[config.mk]
export PLATFORM = sky130hd
export DESIGN_NAME = rom_arb
export DESIGN_NICKNAME = d
export VERILOG_FILES = /design/src/rtl/rom_arb.sv
export SDC_FILE = /design/constraint.sdc
export NUM_CORES = 1
export LEC_CHECK = 0
export ABC_AREA = 1
export BUFFER_PORTS_ARGS = -buffer_cell sky130_fd_sc_hd__buf_2
export CAP_MARGIN = 10
export CORE_UTILIZATION = 40
export DETAILED_ROUTE_END_ITERATION = 6
export GPL_ROUTABILITY_DRIVEN = 0
export PLACE_DENSITY = 0.72
export SYNTH_ARGS = -nofsm -noshare
export SYNTH_HDL_FRONTEND = slang
export SYNTH_SLANG_ARGS = --single-unit
[constraint.sdc]
create_clock -name clk -period 1.7 [get_ports clk]
set_input_delay 0.17 -clock clk [delete_from_list [all_inputs] [get_ports clk]]
set_output_delay 0.17 -clock clk [all_outputs]
set_load 0.005 [all_outputs]
[src/rtl/rom_arb.sv]
// Two-requester (instruction fetch / data load) arbiter in front of a single-port ROM,
// one read outstanding, skid register for back-pressure. Macro ROM_ARB_RR_EN enables round-robin.
module rom_arb #(
   parameter int ROM_WORDS = 256
) (
   input  logic        clk,
   input  logic        rst_n,
   input  logic        i_req,
   input  logic [31:0] i_addr,
   output logic        i_gnt,
   output logic        i_rvalid,
   output logic [31:0] i_rdata,
   output logic        i_rerr,
   input  logic        i_ready,
   input  logic        d_req,
   input  logic [31:0] d_addr,
   output logic        d_gnt,
   output logic        d_rvalid,
   output logic [31:0] d_rdata,
   output logic        d_rerr,
   input  logic        d_ready,
   output logic [31:0] rom_a,
   input  logic [31:0] rom_rd
);

   typedef enum logic [1:0] {IDLE, RESP, HOLD} state_t;

   state_t      state, state_nxt;
   logic        owner_d;
   logic        err;
   logic [31:0] skid;
   logic [31:0] rom_a_q;
   logic        busy, hs, gnt_ok, any_gnt, pick_d, oor;
   logic [31:0] gnt_addr, rsp_data;

`ifdef ROM_ARB_RR_EN
   logic ptr_d;
   assign pick_d = ptr_d;
`else
   assign pick_d = 1'b1;
`endif

   always_comb begin
      busy      = 1'b0;
      hs        = 1'b0;
      gnt_ok    = 1'b0;
      d_gnt     = 1'b0;
      i_gnt     = 1'b0;
      any_gnt   = 1'b0;
      gnt_addr  = i_addr;
      oor       = 1'b0;
      rom_a     = rom_a_q;
      rsp_data  = 32'h0;
      state_nxt = state;

      busy    = (state != IDLE);
      hs      = busy && (owner_d ? d_ready : i_ready);
      gnt_ok  = rst_n && (!busy || hs);
      d_gnt   = gnt_ok && d_req && (!i_req || pick_d);
      i_gnt   = gnt_ok && i_req && !d_gnt;
      any_gnt = d_gnt || i_gnt;
      if (d_gnt) gnt_addr = d_addr;
      oor = ({2'b00, gnt_addr[31:2]} >= 32'(ROM_WORDS));
      if (any_gnt) rom_a = gnt_addr;

      // Out-of-range responses are zeroed here so the skid only ever holds clean data.
      if (state == HOLD) rsp_data = skid;
      else if (!err)     rsp_data = rom_rd;

      case (state)
         IDLE:    if (any_gnt) state_nxt = RESP;
         RESP:    if (hs) state_nxt = any_gnt ? RESP : IDLE;
                  else    state_nxt = HOLD;
         HOLD:    if (hs) state_nxt = any_gnt ? RESP : IDLE;
         default: state_nxt = IDLE;
      endcase
   end

   assign i_rvalid = busy && !owner_d;
   assign d_rvalid = busy && owner_d;
   assign i_rdata  = i_rvalid ? rsp_data : 32'h0;
   assign d_rdata  = d_rvalid ? rsp_data : 32'h0;
   assign i_rerr   = i_rvalid && err;
   assign d_rerr   = d_rvalid && err;

   always_ff @(posedge clk) begin
      if (!rst_n) begin
         state   <= IDLE;
         owner_d <= 1'b0;
         err     <= 1'b0;
         skid    <= 32'h0;
         rom_a_q <= 32'h0;
`ifdef ROM_ARB_RR_EN
         ptr_d   <= 1'b1;
`endif
      end else begin
         state <= state_nxt;
         if (any_gnt) begin
            owner_d <= d_gnt;
            err     <= oor;
            rom_a_q <= gnt_addr;
         end
         if (state == RESP && !hs) skid <= rsp_data;
`ifdef ROM_ARB_RR_EN
         // Loser of a contended grant is favoured next time.
         if (any_gnt && i_req && d_req) ptr_d <= !d_gnt;
`endif
      end
   end

endmodule

==> impl_results.md, run 1 <==
- Netlist cell types: 21
- Number of global-route vias before repair: 4,878
- P&R area growth vs syn: 78.32%
- FP Rows: 35
- Post-synthesis register bit count: 68
- ANT cells: 0
- Layout cells sized above 1: 0.5356
- Leakage: 0.003568 uW
- Hpwl dp: 8570 um
- Die X: 100.5 um
- Finished Core Util: 0.7425
- # fillers: about 630
- Total number of vias: 5,379
- Clock Tree Buf Depth: 2
- IO Port Bufs: a little over 200
- Worst EP arrival: 1950 ps
- Die area: between 10,000 and 15,000 sq um
- CTS sink cnt: a little under 70
- Setup Viol. Count Final: 101
- Clock Root Buffer: clkbuf_8
- Total track usage: 0.2818
- Run status: finished with violations
- Worst Setup End Kind: output port
- Final hold slack: roughly 110 ps
- Cells on worst reg2reg path: 16
- CP Launch Type: register
- Crit path required time: 1530 ps
- Syn_area_per_cell: 6.068 sq um
- Met2 Track Usage GR: 0.5037
- Max Fclk: 471.4 MHz
- Max VDD drop: ~0.00052 V
- Critical path class: register to output port
- Vias per cell: roughly 5.2
- Crit share post-route: 1.248
- Num CTS Buffers: 9
- Gate Count Post-Synth: 640
- First-pass GRT wire length: approximately 22,000 um
- Final #Nets: between 900 and 1,000
- Seq/Total Area, Yosys: 0.3505
- Max cap viols: 0
- Met3 Usage GRT: 0.04646
- Max-slew violation count: 0
- Busiest grt layer: met2
- Met1 Resource Use GR: 0.3180
- PwrDens: 803.9 nW/um^2
- RSZ-0062 raised after global routing: true
- Maximum fanout along the worst path: 7
- 1st-iter DRT viols: 159
- Hold path cells: 3
- Setup Skew: 10.11 ps
- Starting Density: 0.4164
- GRT Residual Overflow: 0
- Max H-tree Level: 3
- Synth Net Count: about 740
- DRC: 0
- Final Hold Vio Count: 0
- Drt first pass iters: 7
- Worst slew pin tran: 402.5 ps
- Ys Warns: 0
- Detailed-route wire length per cell: around 15 um
- Slew HR: 0.7300
- Initial antenna violation count: 0
- CTS tree: yes
- Total routed wirelength: 15,830 um
- DIE HEIGHT: 100.5 um
- IO Pins: 204
- Setup ws final: -421.5 ps
- Worst hold path class: input port to register
- Worst skew pair latency: 350 ps
- Largest net degree at the start of global routing: 65
- Setup TNS: -21,080 ps
- Routed Antenna Nets: 0
- Clk pin slew, worst setup/hold paths: 80 ps
- Core box area: between 9000 and 10,000 sq um
- Final critical-path required period: 2121 ps
- Failing checks: negative setup slack
- Netlist Area Pre-Place: roughly 4000 sq um
-- Yosys cell counts, drive strengths merged --
cell,n,share of area
nor2,113,0.11
inv,107,0.10
dfxtp,68,0.35
nand3,64,0.089
buf,19,0.028
nand4,21,0.034
clkbuf,25,0.024
a21oi,39,0.050
o21ai,94,0.12
nor3,1,0.0013
a211oi,1,0.0019
clkinv,2,0.0019
nand2,86,0.084
-- area by class of cell --
| type | count | area [sq um] | share of cell area |
|---|---|---|---|
| multi-input cells | 419 | 2730 | 0.3942 |
| repair buffers | 285 | 2019 | 0.2916 |
| flip-flops and latches | 68 | 1368 | 0.1975 |
| inverters | 109 | 422.9 | 0.06107 |
| well taps | 129 | 161.4 | 0.02331 |
| clock buffers | 11 | 141.4 | 0.02042 |
| clock inverters | 5 | 75.07 | 0.01084 |
| repair inverters | 1 | 7.507 | 0.001084 |
-- routing by layer --
metal / vias to the layer above / part of all wire
li1: 2545 / -
met1: 2476 / 0.39
met2: 308 / 0.50
met3: 50 / 0.075
met4: 0 / 0.039
met5: - / 0
-- worst max-delay path: stages (launching register included) --
cell,delay (ps)
dfxtp_2,350
inv_2,60
nand2_4,60
nand3_4,90
buf_6,130
nand3_4,140
clkinvlp_4,230
o21ai_0,310
nand2_1,100
buf_2,140
-- cell usage in the layout, fill, tap and decap left out, drive strengths merged --
cell      count
nand3        64
a211oi        1
nor3          1
nand2        86
nand4        21
clkbuf       13
a21oi        39
o21ai        94
buf         282
clkinv        6
clkinvlp      2
inv         105
bufbuf        1
nor2        113
bufinv        2
dfxtp        68
-- registers in the layout (all words and copies together), names as in the netlist --
signal	count
owner_d	1
state	2
err	1
rom_a_q	32
skid	32
-- logic make-up after synthesis --
group / share of synthesized area
and+or+nand+nor: 0.3177
DFF: 0.3505
AOI/OAI and AO/OA: 0.1743
buffers and inverters: 0.1575
-- worst paths after layout --
path	to	start	slack, ps
min	rom_a_q[1]	i_addr[1]	110
min reg2reg	skid[11]	skid[11]	460
max	rom_a[0]	state[0]	-420
max reg2reg	err	state[0]	-250
-- power breakdown --
| group | internal (uW) | switching [uW] |
|---|---|---|
| registers | 1760 | 69.5 |
| clock network | 859 | 616 |
| logic | 1040 | 1220 |
-- timing repair --
| action | 4_1_cts | 5_1_grt |
|---|---|---|
| endpoints found under the setup margin | 100 | 106 |
| gates cloned | 12 | 2 |
| gates resized for setup | 151 | 119 |
| setup buffers | 41 | 16 |
| pin swaps | 28 | 26 |
| hold buffers | 0 | 0 |
-- stage by stage --
stage / setup WS, ps / cells / total power [uW] / cell area [sq um]
6_report: -421.5 / 1027 / 5567 / 6925
2_1_floorplan: 230.7 / 640 / 2663 / 3884
3_5_place_dp: -93.95 / 947 / 3253 / 5116
5_1_grt: -565.1 / 1027 / 5859 / 6925
3_3_place_gp: -53.52 / 947 / 3222 / 5116
4_1_cts: -317.4 / 1015 / 5264 / 6371
No activity file was read; power rests on OpenSTA's default activity.
==> run 2, diff against run 1 <==
--- a/config.mk
+++ b/config.mk
@@ -8,10 +8,9 @@
 export ABC_AREA = 1
 export BUFFER_PORTS_ARGS = -buffer_cell sky130_fd_sc_hd__buf_2
 export CAP_MARGIN = 10
-export CORE_UTILIZATION = 40
+export CORE_UTILIZATION = 26
 export DETAILED_ROUTE_END_ITERATION = 6
 export GPL_ROUTABILITY_DRIVEN = 0
-export PLACE_DENSITY = 0.72
 export SYNTH_ARGS = -nofsm -noshare
 export SYNTH_HDL_FRONTEND = slang
 export SYNTH_SLANG_ARGS = --single-unit
==> impl_results.md, run 2 (synthesis gave the netlist of run 1 again) <==
- Met2 Track Usage GR: 0.2902
- Initial antenna violation count: 0
- GRT Residual Overflow: 0
- Routed Antenna Nets: 0
- Total routed wirelength: approximately 14,000 um
- Crit share post-route: 1.172
- Met3 Usage GRT: 0.06250
- Layout cells sized above 1: 0.4014
- Final critical-path required period: about 2000 ps
- CTS tree: yes
- Met1 Resource Use GR: 0.2069
- Worst EP arrival: between 1500 and 2000 ps
- Run status: finished with violations
- Number of global-route vias before repair: about 4,300
- CP Launch Type: register
- Cell area after layout: 6282 sq um
- Setup ws final: -293.2 ps
- Failing checks: negative setup slack
- Crit path top cell by count: nand3_4
- R2r setup slk: -50 ps
- Area after DPL: 5238 sq um
- Clk pin slew, worst setup/hold paths: 60 ps
- Worst Setup End Kind: output port
- Slew HR: 0.8314
- Max H-tree Level: 3
- Core box area: 14,530 sq um
- Worst skew pair latency: 330 ps
- Worst hold path class: input port to register
- DIE HEIGHT: 124.2 um
- Hpwl dp: 9258 um
- CP max stage cell: dfxtp_4
- Die area: around 15,000 sq um
- Vias per cell: 4.561
- Critical path class: register to output port
- Max Fclk: approximately 500 MHz
- Worst path max stage delay: about 350 ps
- IO Pins: about 200
- Clock Tree Buf Depth: 2
- 1st-iter DRT viols: approximately 190
- Delay-heaviest family, CP: buffers and inverters
- IO Port Bufs: 203
- Setup Skew: roughly 8.4 ps
- Starting Density: 0.2672
- Total number of vias: 4,771
- Num CTS Buffers: 9
- Cells after DPL: 1,009
- Busiest grt layer: met2
- Crit-path cells: inv_2 > nand2_2 > nand3_4 > nand3_4 > bufbuf_16 > nand2_1 > nand3_2 > o21ai_4 > inv_1 > buf_2
- Total track usage: 0.1728
- Max cap viols: 0
- Leakage: 0.003255 uW
- Final #Nets: 959
- Final Hold Vio Count: 0
- FP Rows: between 40 and 50
- Biggest regs: rom_a_q: 32 flops, skid: 32 flops, state: 2 flops
- Max VDD drop: 0.0003953 V
- Setup Viol. Count Final: 78
- P&R area growth vs syn: 61.76%
- Maximum fanout along the worst path: 8
- DRC: 0
- Leading cell type in the layout, fill and taps excluded: buf_2
- Non-Filler Instances: 1,046
- Die X: 124.2 um
- Largest net degree at the start of global routing: between 60 and 70
- CP Buf/Inv Count: 4
- RSZ-0062 raised after global routing: true
- Clock Root Buffer: clkbuf_16
- Drt first pass iters: 4
- Detailed-route wire length per cell: about 13 um
- Worst slew pin tran: 253.0 ps
- PwrDens: about 870 nW/um^2
- Most frequent cells in the layout: 202 x buf_2, 111 x nor2_1, 101 x inv_1, 72 x nand2_1, 65 x dfxtp_1
- Max-slew violation count: 0
- ANT cells: 0
- Crit path required time: 1530 ps
- First-pass GRT wire length: 21,410 um
- CTS sink cnt: 68
-- run 2: cell types whose count changed in the layout (fill, tap and decap cells not counted), moves of 8 or more --
| cell | delta |
|---|---|
| clkbuf_16 | +11 |
| o21ai_2 | -27 |
| inv_1 | +14 |
| nor2_2 | -9 |
| nor2_1 | +15 |
| o21ai_1 | +23 |
| buf_4 | -31 |
| nand3_1 | +28 |
| inv_2 | -11 |
| nand2_2 | -8 |
| nand3_2 | -23 |
| nand2_1 | +14 |
-- run 2: report_power, final --
part / total (uW) / internal (uW) / leakage (uW) / switching, uW
registers: 1820 / 1760 / 0.000561 / 65.8
clock network: 1810 / 1100 / 0.000138 / 701
logic: 1810 / 823 / 0.00256 / 985
total: 5440 / 3690 / 0.00325 / 1750
-- run 2: final timing paths --
path,start,end,cells past startpoint
setup / recovery,owner_d,rom_a[15],10
hold / removal,i_addr[1],rom_a_q[1],3
setup reg to reg,owner_d,err,13
hold reg to reg,skid[15],skid[15],2
-- run 2: layout make-up --
type                       instances  area (sq um)
fill                            1505          8252
timing repair inverter             1         7.507
tap                              184         230.2
clock inverter                     3         20.02
multi-input combinational        419          2298
sequential                        68          1368
inverter                         109         412.9
clock buffer                      13         270.3
timing repair buffer             249          1675
-- run 2: worst register-to-register path, delay by kind of cell (launching register included) --
kind / cells / cell delay, ps
DFF: 1 / 350
and+or+nand+nor: 10 / 960
buffers and inverters: 3 / 330
-- run 2: per-layer routing --
layer / share of wire / routed length (um)
met5: 0 / 0
met4: 0.014 / 199
met3: 0.089 / 1235
met2: 0.47 / 6491
met1: 0.43 / 5976
-- run 2: per-stage QoR --
step	setup WS [ps]	hold WS [ps]	setup TNS [ps]	util	total power, uW
2_1_floorplan	230.7	363.5	0	-	2663
3_3_place_gp	-10.50	431.6	-10.50	0.3604	3278
3_5_place_dp	-4.800	436.8	-4.800	0.3604	3283
4_1_cts	-284.5	115.2	-11440	0.4057	5322
5_1_grt	-385.1	155.1	-22520	0.4322	5797
6_report	-293.2	145.5	-8745	0.4322	5439
-- run 2: repair_timing --
action / CTS / global route
hold buffers: 0 / 0
setup endpoints to repair: 100 / 99
cloned: 4 / 4
resized for setup: 69 / 66
pin swaps: 1 / 4
buffers inserted: 9 / 5
